--- config.mk ---
export PLATFORM = sky130hd
export DESIGN_NAME = l2_resp_tracker
export DESIGN_NICKNAME = d
export VERILOG_FILES = /design/src/rtl/l2_resp_tracker.sv
export SDC_FILE = /design/constraint.sdc
export NUM_CORES = 1
export LEC_CHECK = 0
export BUFFER_PORTS_ARGS = -buffer_cell sky130_fd_sc_hd__buf_2
export CORE_UTILIZATION = 33
export CTS_CLUSTER_SIZE = 8
export DETAILED_ROUTE_END_ITERATION = 6
export PLACE_DENSITY = 0.63
export REMOVE_ABC_BUFFERS = 1
export SKIP_CTS_REPAIR_TIMING = 1
export SYNTH_ARGS = -nofsm -noshare
export SYNTH_HDL_FRONTEND = slang
export SYNTH_SLANG_ARGS = --single-unit
--- constraint.sdc ---
create_clock -name clk -period 5.4 [get_ports clk]
set_input_delay 0 -clock clk [delete_from_list [all_inputs] [get_ports clk]]
set_output_delay 0 -clock clk [all_outputs]
set_load 0.01 [all_outputs]
--- src/rtl/l2_resp_tracker.sv ---
// In-order response steering for one L2 bank port: remembers the granted master per request.
// Optional protocol-error flag built only when L2_RESP_TRACK_ERR_EN is defined.
module l2_resp_tracker #(
  parameter int N_MASTERS  = 8,
  parameter int ID_WIDTH   = 3,
  parameter int DATA_WIDTH = 32,
  parameter int DEPTH      = 4,
  parameter int CNT_WIDTH  = 3
) (
  input  logic                  clk,
  input  logic                  rst_n,
  input  logic                  req_valid_i,
  input  logic                  req_gnt_i,
  input  logic [ID_WIDTH-1:0]   req_id_i,
  output logic                  stall_o,
  input  logic                  r_valid_i,
  input  logic [DATA_WIDTH-1:0] r_rdata_i,
  output logic [N_MASTERS-1:0]  r_valid_o,
  output logic [DATA_WIDTH-1:0] r_rdata_o,
  output logic [ID_WIDTH-1:0]   r_id_o,
  output logic [CNT_WIDTH-1:0]  outstanding_o,
  output logic                  err_o
);

  localparam int PW = $clog2(DEPTH);

  logic [ID_WIDTH-1:0]   mem_q [DEPTH];
  logic [PW-1:0]         wptr_q, wptr_d;
  logic [PW-1:0]         rptr_q, rptr_d;
  logic [CNT_WIDTH-1:0]  cnt_q, cnt_d;
  logic [N_MASTERS-1:0]  vld_q, vld_d;
  logic [DATA_WIDTH-1:0] data_q, data_d;
  logic [ID_WIDTH-1:0]   id_q, id_d;

  logic                  full;
  logic                  empty;
  logic                  push_req;
  logic                  push;
  logic                  pop;
  logic [ID_WIDTH-1:0]   pop_id;

  assign full     = (cnt_q == CNT_WIDTH'(DEPTH));
  assign empty    = (cnt_q == '0);
  assign push_req = req_valid_i & req_gnt_i;
  assign pop      = r_valid_i & ~empty;
  // At full, a same-cycle pop frees the slot the push lands in.
  assign push     = push_req & (~full | pop);
  assign pop_id   = mem_q[rptr_q];

  always_comb begin
    wptr_d = wptr_q;
    rptr_d = rptr_q;
    cnt_d  = cnt_q;
    vld_d  = '0;
    data_d = data_q;
    id_d   = id_q;
    if (push) begin
      wptr_d = wptr_q + PW'(1);
    end
    if (pop) begin
      rptr_d = rptr_q + PW'(1);
      data_d = r_rdata_i;
      id_d   = pop_id;
      for (int i = 0; i < N_MASTERS; i++) begin
        vld_d[i] = (pop_id == ID_WIDTH'(i));
      end
    end
    cnt_d = cnt_q + CNT_WIDTH'(push) - CNT_WIDTH'(pop);
  end

  always_ff @(posedge clk or negedge rst_n) begin
    if (!rst_n) begin
      wptr_q <= '0;
      rptr_q <= '0;
      cnt_q  <= '0;
      vld_q  <= '0;
      data_q <= '0;
      id_q   <= '0;
    end else begin
      wptr_q <= wptr_d;
      rptr_q <= rptr_d;
      cnt_q  <= cnt_d;
      vld_q  <= vld_d;
      data_q <= data_d;
      id_q   <= id_d;
    end
  end

  // ID storage needs no reset; the pointers define what is valid.
  always_ff @(posedge clk) begin
    if (push) begin
      mem_q[wptr_q] <= req_id_i;
    end
  end

  assign stall_o       = full;
  assign r_valid_o     = vld_q;
  assign r_rdata_o     = data_q;
  assign r_id_o        = id_q;
  assign outstanding_o = cnt_q;

`ifdef L2_RESP_TRACK_ERR_EN
  logic err_q, err_d;
  logic ovf;
  logic udf;
  logic bad_id;

  assign ovf    = push_req & full & ~pop;
  assign udf    = r_valid_i & empty;
  assign bad_id = pop & (int'(pop_id) >= N_MASTERS);
  assign err_d  = err_q | ovf | udf | bad_id;

  always_ff @(posedge clk or negedge rst_n) begin
    if (!rst_n) begin
      err_q <= 1'b0;
    end else begin
      err_q <= err_d;
    end
  end

  assign err_o = err_q;
`else
  assign err_o = 1'b0;
`endif

endmodule

After elaboration in Yosys (flattened, before gate mapping)
Memory sizes are Yosys's and may differ from the RTL's.
Cells that the tools add are included.
- register bits: 50
- bits in latches: 0
- bits in writable memories: 12
- bits in read-only memories: 0
- word-level logic and storage cells: 30
- memories: 1
- add/sub/neg operators: 4
- $mul: 0
- div/mod/pow operators: 0
- order comparisons: 0
- equal/unequal tests: 8
- shift operators: 0
- mux-type cells: 3
- bitwise gates (word level): 6
- reduce and logical (&&, ||, !) cells: 2
- memory list (memory ; words ; width ; rd ports ; clocked after memory_dff ; write ports ; RTL line ; source):
    mem_q ; 4 ; 3 ; 1 ; 0 ; 1 ; 27 ; logic [ID_WIDTH-1:0] mem_q [DEPTH];
- operators by type and width (kind ; count):
    == test 3 bit (second input constant) ; 5
    2-to-1 mux 8 bit ; 1
    == test 3 x 2 -> 1 bit (second input constant) ; 2
    zero test 3 bit ; 2
    adder 2 x 1 -> 2 bit (second input constant) ; 2
    adder 3 x 1 -> 3 bit ; 1
    AND 1 bit ; 3
    == test 3 x 1 -> 1 bit (second input constant) ; 1
    subtractor 3 x 1 -> 3 bit ; 1
    2-to-1 mux 1 bit ; 2
    inverter 1 bit ; 2
    bitwise OR 1 bit ; 1

Logic depth before layout (Yosys ltp)
- word-level depth: 7
- mapped depth: 7
- depth with buffers taken out: 7

Least setup slack after synthesis
Ideal clock, no wire load.
- kind: flip-flop to flip-flop
- start point: register cnt_q[0] (netlist: outstanding_o[0])
- end point: register cnt_q[2] (netlist: outstanding_o[2])
- library setup time: 123 ps
- data arrival time: 1907 ps
- data required time: 5277 ps
- path slack: 3370 ps
- stages on the path, launching flop included: 8
- period minus slack after synthesis: 2030 ps
- cells stage by stage: dfrtp_1 o31a_1 buf_2 buf_2 o21ai_0 fa_1 xnor2_1 xnor2_1
- cells in the longest elaborated chain, start to end: 7
- ends and longest elaborated chain (item ; RTL line ; source):
    from (decl) ; 30 ; logic [CNT_WIDTH-1:0] cnt_q, cnt_d;
    from (signal assigned) ; 82 ; cnt_q <= cnt_d;
    zero test 3 bit ; 43 ; assign empty = (cnt_q == '0);
    inverter 1 bit ; 45 ; assign pop = r_valid_i & ~empty;
    AND 1 bit ; 45 ;
    bitwise OR 1 bit ; 47 ; assign push = push_req & (~full | pop);
    AND 1 bit ; 47 ;
    adder 3 x 1 -> 3 bit ; 68 ; cnt_d = cnt_q + CNT_WIDTH'(push) - CNT_WIDTH'(pop);
    subtractor 3 x 1 -> 3 bit * ; 68 ;
    named net cnt_d[2] ; 30 ;
The timed path passes the listed nets; every way through them passes the cells marked *.
A chain may end at the register's enable or synchronous reset.

Final worst setup path
Same ends and word-level chain as after synthesis.

==> metrics.md <==
| Metric | Value |
|---|---|
| Die height | `88.2 µm` |
| Sequential-to-total area share from yosys stat | `65.7%` |
| Slew margin rel. | `59.4%` |
| Crit path time final | `2.24 ns` |
| Slew Viols, Final | `0` |
| Lkg Pwr | `1.81 nW` |
| Worst-path maximum fanout | `37` |
| Post-DP Area | `2980 µm²` |
| Crit share post-route | `41.6%` |
| Combinational cell fraction of total power | `31.9%` |
| GR Util All Layers | `13.2%` |
| Finished Cell Area | `3530 µm²` |
| DR DRC count | `0` |
| CTS Root Cell | `clkbuf_8` |
| Worst EP required | `5.61 ns` |
| Core area | `7210 µm²` |
| CP max stage cell | `dfrtp_1` |
| Yosys cell types | `25` |
| Total chip power | `1.62 mW` |
| CP bufs+invs | `1` |
| DRT Wirelength | `5.13 mm` |
| YS warnings | `0` |
| Antenna violations before repair | `0` |
| Mapped Avg Cell Area | `11.1 µm²` |
| Hold Violations, Final | `0` |
| Setup Skew | `0.00721 ns` |
| Final Core Density | `48.9%` |
| Synth Register Bits | `62` |
| Measured slew at the worst slew-check pin | `0.609 ns` |
| Unrepaired setup endpoints after global routing | `false` |
| Layout cells sized above 1 | `31.2%` |
| Seq pwr share | `44.2%` |
| Port bufs | `86` |
| RD Place Congestion | `0.696` |
| I/O pin count | `88` |
| CP arrival | `2.45 ns` |
| Gr ovfl total | `0` |
| Clock share of power | `23.9%` |
| Worst-Skew Late Latency | `0.32 ns` |
| Drt first-iter violations | `83` |
| Most frequent cells in the layout | `108 x nand2_1, 86 x buf_2, 50 x dfrtp_1` |
| Status | `complete, no violations` |
| Pre-CTS WS | `3.13 ns` |
| # H-tree levels | `3` |
| CP Launch Type | `flop` |
| Top delay family on crit path | `adder cells` |
| Area fraction of the dominant cell type after synthesis | `51.0%` |
| Syn Inst Count | `221` |
| Avg WL per Cell | `11.4 µm` |
| Setup crit end kind | `flop` |
| CP max stage delay | `0.47 ns` |
| Yosys top cell by area | `dfrtp_1` |
| DRT Pass-1 Iters | `4` |
| Clock-pin slew on the worst setup and hold paths | `0.07 ns` |
| Vias per inst | `4.19` |
| Crit-path cells | `o31ai_4, buf_4, xnor2_1, ha_1, fa_1, xnor2_1, xnor2_1` |
| Synthesized area | `2450 µm²` |
| Vias in the first global route | `1720` |
| Sw Pwr | `0.550 mW` |
| Pin count of the biggest net entering global routing | `51` |
| Fillers | `717` |
| Final Hold Slack | `0.145 ns` |
| Rows | `31` |
| DP Wirelength | `3.28 mm` |
| Placed Instances | `400` |
| Die Span X | `88.2 µm` |
| Initial core utilization | `34.0%` |
| Worst hold path type | `primary input to flop` |
| Most used cell, CP | `xnor2_1` |
| CTS Buf Count | `9` |
| Synthesis-to-layout area growth | `43.8%` |
| CTS tree | `done` |
| Int Power | `1.07 mW` |
| Diode count | `0` |
| Setup WS post-layout | `3.16 ns` |
| Worst setup path class | `flop to flop` |
| Switching Share | `34.0%` |
| CTS sink count | `62` |
| Routed Antenna Nets | `0` |
| Final #Nets | `394` |
| Vias | `1893` |
| Pwr dens | `458 nW/µm²` |
| First-pass GRT wire length | `7.71 mm` |
| Final setup vio count | `0` |
| Max Root-Sink Buffers | `2` |
| MaxCap Viol Count | `0` |
| Post-Layout Cell Count | `452` |
| Max Fclk | `446 MHz` |
| DIE AREA | `7780 µm²` |
| Max IR drop VDD | `0.200 mV` |
| Most common cell after layout, fill and taps aside | `nand2_1` |
| Top cells by area, synth | `dfrtp_1 51%, nand2_1 17%, edfxtp_1 15%` |
| Setup_tns | `0 ns` |
power by group through the flow:
stage          clock network (mW)  logic [mW]  registers (mW)
3_5_place_dp                    0       0.506           0.722
3_3_place_gp                    0       0.493           0.718
6_report                    0.386       0.516           0.714
4_1_cts                     0.402       0.506           0.715
2_1_floorplan                   0       0.246           0.769
5_1_grt                     0.418       0.591           0.732
cell usage after synthesis:
cell type	count
nand2_1	108
dfrtp_1	50
edfxtp_1	12
nor2_1	9
buf_2	6
xnor2_1	6
ha_1	5
and2_1	4
inv_1	3
mux4_2	2
nand2b_1	2
buf_4	1
buf_6	1
clkbuf_1	1
conb_1	1
fa_1	1
mux2_2	1
mux4_1	1
nand2b_4	1
nor3b_1	1
nor4b_2	1
o21ai_0	1
o31a_1	1
o31ai_4	1
or2_1	1
flip-flops by register name, indices dropped and copies added, names as in the netlist:
| signal | count |
|---|---|
| rptr_q | 2 |
| mem_q | 12 |
| r_id_o | 3 |
| wptr_q | 2 |
| r_rdata_o | 32 |
| outstanding_o | 3 |
| r_valid_o | 8 |
cells by family (layout without fill, tap and decap cells):
logic type / after synthesis / count (layout) / synth area share [%]
compound gates: 3 / 3 / 1.43
xor+xnor: 6 / 6 / 2.14
fa+ha+maj: 6 / 6 / 3.37
buf+inv: 12 / 144 / 2.60
flops: 62 / 62 / 65.7
mux: 4 / 4 / 3.37
other cells: 1 / 1 / 0.153
simple gates: 127 / 127 / 21.2
metal layers:
metal  vias up  global-route usage (%)  routed length, µm
met1       886                    16.3               2250
met4         0                    6.16                 45
met5         -                       0                  0
li1        946                       -                  -
met2        55                    21.4               2600
met3         6                    3.58                238
final timing paths:
kind / depth (start not counted) / slack [ns] / end / start
min in group asynchronous: 3 / 0.30 / r_valid_o[2]$_DFF_PN0_ / rst_n
min reg2reg: 2 / 0.47 / r_rdata_o[1]$_DFFE_PN0P_ / r_rdata_o[1]$_DFFE_PN0P_
min: 4 / 0.14 / wptr_q[0]$_DFFE_PN0P_ / req_gnt_i
max in group asynchronous: 3 / 4.68 / outstanding_o[1]$_DFF_PN0_ / rst_n
max reg2reg: 7 / 3.16 / outstanding_o[2]$_DFF_PN0_ / outstanding_o[0]$_DFF_PN0_
max: 7 / 3.16 / outstanding_o[2]$_DFF_PN0_ / outstanding_o[0]$_DFF_PN0_
worst min-delay path, delay by kind of cell:
kind	cells	cell delay, ns
and+or+nand+nor	2	0.19
xor gates and xnor gates	1	0.15
buffers and inverters	1	0.10
cell type report:
class	instances	area, µm²	area share [%]
flip-flops and latches	62	1610	45.7
repair buffers	125	813	23.1
multi-input cells	147	776	22.0
clock buffers	10	128	3.62
well taps	99	124	3.51
clock inverters	6	62.6	1.77
inverters	3	11.3	0.319
(Power assumes the default switching activity.)
